<file path="config.mk">
export PLATFORM = sky130hd
export DESIGN_NAME = systolic_controller
export DESIGN_NICKNAME = d
export VERILOG_FILES = /design/src/rtl/systolic_array_pkg.sv /design/src/rtl/skew_buffer.sv /design/src/rtl/systolic_controller.sv
export SDC_FILE = /design/constraint.sdc
export NUM_CORES = 1
export LEC_CHECK = 0
export ABC_CLOCK_PERIOD_IN_PS = 14000
export CORE_AREA = 2 2 167 169
export DETAILED_ROUTE_END_ITERATION = 6
export DIE_AREA = 0 0 169 171
export HOLD_SLACK_MARGIN = 0.06
export PLACE_DENSITY = 0.77
export SLEW_MARGIN = 20
export SYNTH_ARGS = -nofsm -noshare
export SYNTH_HDL_FRONTEND = slang
export SYNTH_HIERARCHICAL = 1
export SYNTH_SLANG_ARGS = --single-unit
</file>
<file path="constraint.sdc">
create_clock -name clk -period 14 [get_ports clk]
set_clock_uncertainty 0.05 [all_clocks]
set_input_delay 1.4 -clock clk [delete_from_list [all_inputs] [get_ports clk]]
set_output_delay 1.4 -clock clk [all_outputs]
set_load 0.05 [all_outputs]
</file>
<file path="src/rtl/systolic_array_pkg.sv">
// Shared types for the systolic array and its tile controller.
//   word_t       : operand / accumulator word carried on every array edge
//   ctrl_state_t : tile controller state, also exposed for debug
package systolic_array_pkg;

    typedef logic [15:0] word_t;

    typedef enum logic [2:0] {
        IDLE  = 3'd0,
        START = 3'd1,
        FEED  = 3'd2,
        DRAIN = 3'd3,
        READ  = 3'd4
    } ctrl_state_t;

endpackage

</file>
<file path="src/rtl/skew_buffer.sv">
// Triangular delay line feeding one edge of the systolic array.
// Lane i delays din[i] by i advances; lane 0 is a straight wire.
// Ports:
//   clk, rst : clock, synchronous active-high reset (clears all stages)
//   adv      : shift every lane by one stage
//   lane_en  : per-lane output enable; a disabled lane drives zero
//   din      : one word per lane, sampled when adv is high
//   dout     : delayed (and enable-gated) word per lane
module skew_buffer
    import systolic_array_pkg::*;
#(
    parameter int N = 4
) (
    input  logic            clk,
    input  logic            rst,
    input  logic            adv,
    input  logic [N-1:0]    lane_en,
    input  word_t [N-1:0]   din,
    output word_t [N-1:0]   dout
);

    word_t [N-1:0] tap;

    for (genvar i = 0; i < N; i++) begin : g_lane
        if (i == 0) begin : g_direct
            assign tap[i] = din[i];
        end else begin : g_delay
            word_t stage [i];

            always_ff @(posedge clk) begin
                if (rst) begin
                    for (int s = 0; s < i; s++) stage[s] <= '0;
                end else if (adv) begin
                    stage[0] <= din[i];
                    for (int s = 1; s < i; s++) stage[s] <= stage[s-1];
                end
            end

            assign tap[i] = stage[i-1];
        end

        // The enable masks beats whose operand index falls outside [0,K),
        // so stale register contents never reach the array.
        assign dout[i] = lane_en[i] ? tap[i] : '0;
    end

endmodule

</file>
<file path="src/rtl/systolic_controller.sv">
// Tile sequencer for the NxN output-stationary systolic array: accepts a
// tile command, reads A columns / B rows, skews them onto the array edges,
// drains the array, then streams the N result rows out.
// Ports:
//   cmd_valid/cmd_ready/cmd_k   : tile command (K = inner dimension)
//   a_rd_*, b_rd_*              : operand buffer reads, 1-cycle latency
//   sa_start/sa_x_in/sa_w_in    : array control and skewed edge inputs
//   sa_y_index/sa_y_out         : array result row select / row data
//   sa_stall                    : array stall, freezes START/FEED/DRAIN
//   out_valid/out_ready/out_row/out_idx/out_last : result row stream
//   done, err, busy             : status (done/err are 1-cycle pulses)
//   dbg_state                   : current FSM state
// Handshakes (cmd and out): a transfer happens on a rising edge where valid
// and ready are both high; the sender keeps its payload stable while valid
// is high and ready is low.
module systolic_controller
    import systolic_array_pkg::*;
#(
    parameter int N    = 4,
    parameter int KMAX = 64
) (
    input  logic                        clk,
    input  logic                        rst,
    input  logic                        cmd_valid,
    output logic                        cmd_ready,
    input  logic [$clog2(KMAX+1)-1:0]   cmd_k,
    output logic                        a_rd_en,
    output logic [$clog2(KMAX)-1:0]     a_rd_addr,
    input  word_t [N-1:0]               a_rd_data,
    output logic                        b_rd_en,
    output logic [$clog2(KMAX)-1:0]     b_rd_addr,
    input  word_t [N-1:0]               b_rd_data,
    output logic                        sa_start,
    output word_t [N-1:0]               sa_x_in,
    output word_t [N-1:0]               sa_w_in,
    output logic [$clog2(N)-1:0]        sa_y_index,
    input  word_t [N-1:0]               sa_y_out,
    input  logic                        sa_stall,
    output logic                        out_valid,
    input  logic                        out_ready,
    output word_t [N-1:0]               out_row,
    output logic [$clog2(N)-1:0]        out_idx,
    output logic                        out_last,
    output logic                        done,
    output logic                        err,
    output logic                        busy,
    output ctrl_state_t                 dbg_state
);

    localparam int KW = $clog2(KMAX + 1);
    localparam int AW = $clog2(KMAX);
    localparam int CW = $clog2(KMAX + N);  // holds beat K+N-2
    localparam int RW = $clog2(N);

    ctrl_state_t    state;
    logic [KW-1:0]  k_q;
    logic [CW-1:0]  beat;
    logic [RW-1:0]  row;

    logic           feed_go;
    logic           rd_go;
    logic [AW-1:0]  rd_addr_c;
    logic [CW-1:0]  beat_inc;
    logic [N-1:0]   lane_en;

    assign beat_inc = beat + 1'b1;
    assign feed_go  = (state == FEED) && !sa_stall;

    // Operand reads run one beat ahead of the data they feed: k=0 in START,
    // k=t+1 during FEED beat t. Nothing is read while the array is stalled.
    always_comb begin
        rd_go     = 1'b0;
        rd_addr_c = '0;
        if (!sa_stall) begin
            if (state == START && k_q != '0) begin
                rd_go = 1'b1;
            end else if (state == FEED && int'(beat) + 1 < int'(k_q)) begin
                rd_go     = 1'b1;
                rd_addr_c = beat_inc[AW-1:0];
            end
        end
    end

    // Lane i at beat t carries operand index t-i; it is live only in [0,K).
    always_comb begin
        lane_en = '0;
        for (int i = 0; i < N; i++) begin
            lane_en[i] = (state == FEED) && (int'(beat) >= i)
                         && (int'(beat) - i < int'(k_q));
        end
    end

    always_ff @(posedge clk) begin
        if (rst) begin
            state <= IDLE;
            k_q   <= '0;
            beat  <= '0;
            row   <= '0;
            done  <= 1'b0;
            err   <= 1'b0;
        end else begin
            done <= 1'b0;
            err  <= 1'b0;
            case (state)
                IDLE: begin
                    if (cmd_valid) begin
                        if (int'(cmd_k) > KMAX) begin
                            err  <= 1'b1;
                            done <= 1'b1;
                        end else begin
                            k_q   <= cmd_k;
                            state <= START;
                        end
                    end
                end
                START: begin
                    if (!sa_stall) begin
                        beat  <= '0;
                        state <= FEED;
                    end
                end
                FEED: begin
                    if (!sa_stall) begin
                        if (int'(beat) == int'(k_q) + N - 2) begin
                            beat  <= '0;
                            state <= DRAIN;
                        end else begin
                            beat <= beat_inc;
                        end
                    end
                end
                DRAIN: begin
                    if (!sa_stall) begin
                        if (int'(beat) == N - 1) begin
                            beat  <= '0;
                            row   <= '0;
                            state <= READ;
                        end else begin
                            beat <= beat_inc;
                        end
                    end
                end
                READ: begin
                    if (out_ready) begin
                        if (row == RW'(N - 1)) begin
                            row   <= '0;
                            done  <= 1'b1;
                            state <= IDLE;
                        end else begin
                            row <= row + 1'b1;
                        end
                    end
                end
                default: state <= IDLE;
            endcase
        end
    end

    skew_buffer #(.N(N)) u_skew_x (
        .clk     (clk),
        .rst     (rst),
        .adv     (feed_go),
        .lane_en (lane_en),
        .din     (a_rd_data),
        .dout    (sa_x_in)
    );

    skew_buffer #(.N(N)) u_skew_w (
        .clk     (clk),
        .rst     (rst),
        .adv     (feed_go),
        .lane_en (lane_en),
        .din     (b_rd_data),
        .dout    (sa_w_in)
    );

    assign cmd_ready  = (state == IDLE);
    assign busy       = (state != IDLE);
    assign a_rd_en    = rd_go;
    assign b_rd_en    = rd_go;
    assign a_rd_addr  = rd_addr_c;
    assign b_rd_addr  = rd_addr_c;
    assign sa_start   = (state == START);
    assign sa_y_index = row;
    assign out_valid  = (state == READ);
    assign out_idx    = row;
    assign out_last   = (state == READ) && (row == RW'(N - 1));
    assign out_row    = (state == READ) ? sa_y_out : '0;
    assign dbg_state  = state;

endmodule

</file>
==> run_results.csv <==
group,metric,value,unit
power,peakVddDrop,86.62,uV
floorplan,die-area,28900,um2
synthesis,synth_xor_xnor_area_share,1.581,%
synthesis,synth.area.top_cells,"edfxtp_1 50%, and3b_2 11%, and2_1 7.2%, and3b_1 4.5%, ha_1 4.4%",
power,p_per_area,90.92,nW/um2
cts,cts_setup_buffers,0,
finish,drive_gt1_share,14.31,%
global_route,grt_pass1_vias,8318,
worst_setup_path,critPathLaunchType,"flop",
synthesis,syn_area,11630,um2
cts,clkSinkCount,213,
cts,cts_made_buffers,24,
min_path,holdPathEnd,"out_idx[1]",
synthesis,synth_flop_cell,"edfxtp_1",
synthesis,ys_warn_count,6,
cts,clk_latency,0.50,ns
synthesis,yosys.area.top_type,"edfxtp_1",
place,place_inst,1652,
global_route,grtUsageTotal,22.66,%
sta,tightest_slew,0.9783,ns
sta,timing.fmax,164.0,MHz
sta,period_share,43.55,%
floorplan,rows,61,
cts,cts.path.max_buffers,3,
finish,nets,1577,
place,gp_congestion,0.9113,
synthesis,synth_compound_area_share,3.916,%
place,dpl_cell_area,15910,um2
power,p_leak,0.007089,uW
synthesis,avgSynthCellArea,12.18,um2
sta,final-hold-violation-count,0,
worst_setup_path,crit_family,"buffers and inverters",
place,hpwl,25220,um
detailed_routing,drc_errors,0,
cts,htree_num_levels,1,
floorplan,die_h,171,um
worst_setup_path,endpoint_kind,"output pin",
floorplan,coreArea,27320,um2
synthesis,yosysUniqueCellTypes,56,
worst_setup_path,slowest_delay,0.96,ns
finish,final_area,16660,um2
synthesis,ys_ff_latch,213,
sta,setup_viol,0,
floorplan,fp.dieW,169,um
min_path,min_path_type,"flop to flop",
detailed_routing,via_per_inst,5.067,
sta,maxSlewViolCount,0,
cts,root_buffer,"clkbuf_16",
detailed_routing,wl,34190,um
worst_setup_path,crit_buf_inv,2,
synthesis,synth_mux_area_share,0.6885,%
run_status,status,"finished clean",
synthesis,seq_area_frac_synth,53.19,%
synthesis,synth_edf_count,192,
synthesis,yosys.area_share.simple,31.26,%
min_path,min-delay-start,"out_idx[1]",
detailed_routing,wire_per_inst,20.14,um
worst_setup_path,required,12.55,ns
worst_setup_path,worstReg2RegStart,"dbg_state[1]",
worst_setup_path,worstPathArrival,4.65,ns
detailed_routing,detail-route-antenna-nets,0,
floorplan,start_util,42.56,%
cts,cts_tree,"built",
synthesis,synthArstFlopShare,0,%
cts,cts_hold_buf,0,
finish,layoutNonFillerInstCount,1697,
worst_setup_path,reg2reg_to,"u_skew_x/g_lane[2].g_delay.stage[0][2]",
synthesis,synth_top_family_by_area,"simple AND/OR/NAND/NOR gates",
sta,post-route-min-period,6.097,ns
worst_setup_path,crit_chain,"inv_1 -> ha_1 -> ha_1 -> nor2b_1 -> o21a_1 -> o21a_1 -> o21ai_0 -> a21oi_1 -> nor4b_1 -> clkdlybuf4s50_1",
place,io_buffers,423,
detailed_routing,drt_iter0_drc,510,
finish,areaGrowthSynthToFinish,43.25,%
worst_setup_path,rrSetupSlack,10.58,ns
global_route,overflow,0,
min_path,hold_depth,2,
worst_setup_path,r2r_cells,5,
global_route,grt_pass1_wl,49950,um
flow_run,drv_cap,0,
worst_setup_path,worstPathMaxFanout,12,
synthesis,syn_nets,1200,
worst_setup_path,slowest_stage,"clkdlybuf4s50_1",
global_route,grt_max_degree,110,
cts,cts_resized,0,
synthesis,synth_top_area_share,49.58,%
synthesis,syn_inst,955,
sta,max-slew-margin-rel,33.86,%
detailed_routing,dr.pass1.iters,5,
floorplan,io_pins,424,
sta,timing.setup.tns,0,ns
global_route,antenna_found_initial,4,
cts,path_clk_slew,0.06,ns
worst_setup_path,path_class,"flop to output pin",
synthesis,synth-adder-area-share,4.411,%
detailed_routing,num_vias,8599,
sta,rsz0062_at_grt,"no",
-- synthesized netlist by cell type (12+ instances only) --
cell      number
a21oi_1       16
and2_1       133
and3_1        65
and3b_1       60
and3b_2      132
buf_2         13
clkbuf_1      42
dfxtp_1       21
edfxtp_1     192
ha_1          41
inv_1         18
nand2_1       35
nor2_1        27
nor3_1        15
xor2_1        12
-- stage by stage --
| stage | setup WS, ns | power [uW] | util, % | hold WS (ns) |
|---|---|---|---|---|
| finish | 7.903 | 1515 | 60.97 | 0.4734 |
| global route | 7.794 | 1571 | 60.97 | 0.5241 |
| global placement | 8.281 | 940.0 | 58.23 | 0.4630 |
| floorplan | 7.612 | 850.7 | - | 0.4743 |
| CTS | 7.812 | 1530 | 60.93 | 0.4743 |
| detailed placement | 8.222 | 943.9 | 58.23 | 0.4584 |
-- power by group --
part / switching, uW / total (uW) / internal [uW]
combinational: 100 / 191 / 90.5
clock: 240 / 585 / 344
sequential: 12.2 / 739 / 727
-- cells in the final DEF (no fill, tap or decap), drive strengths merged, types with 2 or more instances in the layout --
cell type      netlist  routed
clkdlybuf4s50        0     422
edfxtp             192     192
and3b              192     192
and2               134     134
and3                65      65
ha                  41      41
nand2               35      35
clkbuf              42      30
nor2                27      27
dfxtp               21      21
inv                 18      20
a21oi               16      16
nor3                15      15
o21ai               14      14
xor2                12      12
buf                 41      12
nand3                9       9
xnor2                9       9
clkinv               0       9
mux2i                8       8
o21a                 6       6
a31oi                6       6
nor2b                5       5
nand2b               5       5
a21o                 5       5
or2                  5       5
nor3b                4       4
a211o                3       3
a211oi               3       3
diode                0       2
or3                  2       2
nor4                 2       2
o22ai                2       2
or4                  2       2
o31ai                2       2
o31a                 2       2
-- area by class of cell --
type	instances	area, um2
fillers	2184	10660
clock inverters	13	92.59
repair buffers	434	4314
clock buffers	30	644.4
flip-flops and latches	213	6187
inverters	18	67.56
diodes	2	5.005
multi-input cells	641	4916
well taps	346	432.9
-- state kept, by name (all words and copies together) (netlist names) --
signal and cells:
err 1, k_q 7, done 1, beat 7, u_skew_w/g_lane.g_delay.stage 96, u_skew_x/g_lane.g_delay.stage 96
out_idx 2, dbg_state 3
-- worst reg2reg max path, stage by stage (launching register included) --
cell and delay (ns):
dfxtp_1 0.62, nand2b_1 0.24, nor3_2 0.18, buf_4 0.59
or2_4 0.61, buf_4 0.71
-- kinds of logic after synthesis --
| logic type | count (synthesis) |
|---|---|
| DFF | 213 |
| xor gates and xnor gates | 21 |
| muxes | 8 |
| and+or+nand+nor | 505 |
| buffers and inverters | 101 |
| adders and majority gates | 41 |
| AOI/OAI and AO/OA | 66 |
-- how the worst max path moves through the flow --
stage	start	end	slack [ns]	cells after the start
final	beat[0]	a_rd_addr[0]	7.90	10
after global placement	sa_stall	a_rd_addr[0]	8.28	5
after detailed placement	sa_stall	a_rd_addr[0]	8.22	5
after floorplan	sa_stall	b_rd_addr[0]	7.61	4
after global routing	beat[0]	a_rd_addr[0]	7.79	10
after CTS	beat[0]	sa_x_in[52]	7.81	11
-- per-layer routing --
metal	share of wire (%)	GRT usage, %	up-vias
met2	50	39.45	287
met5	0	0	-
met1	43	29.28	4082
met3	6.3	4.811	32
li1	-	-	4198
met4	1.6	4.682	0
(Power assumes the default switching activity.)
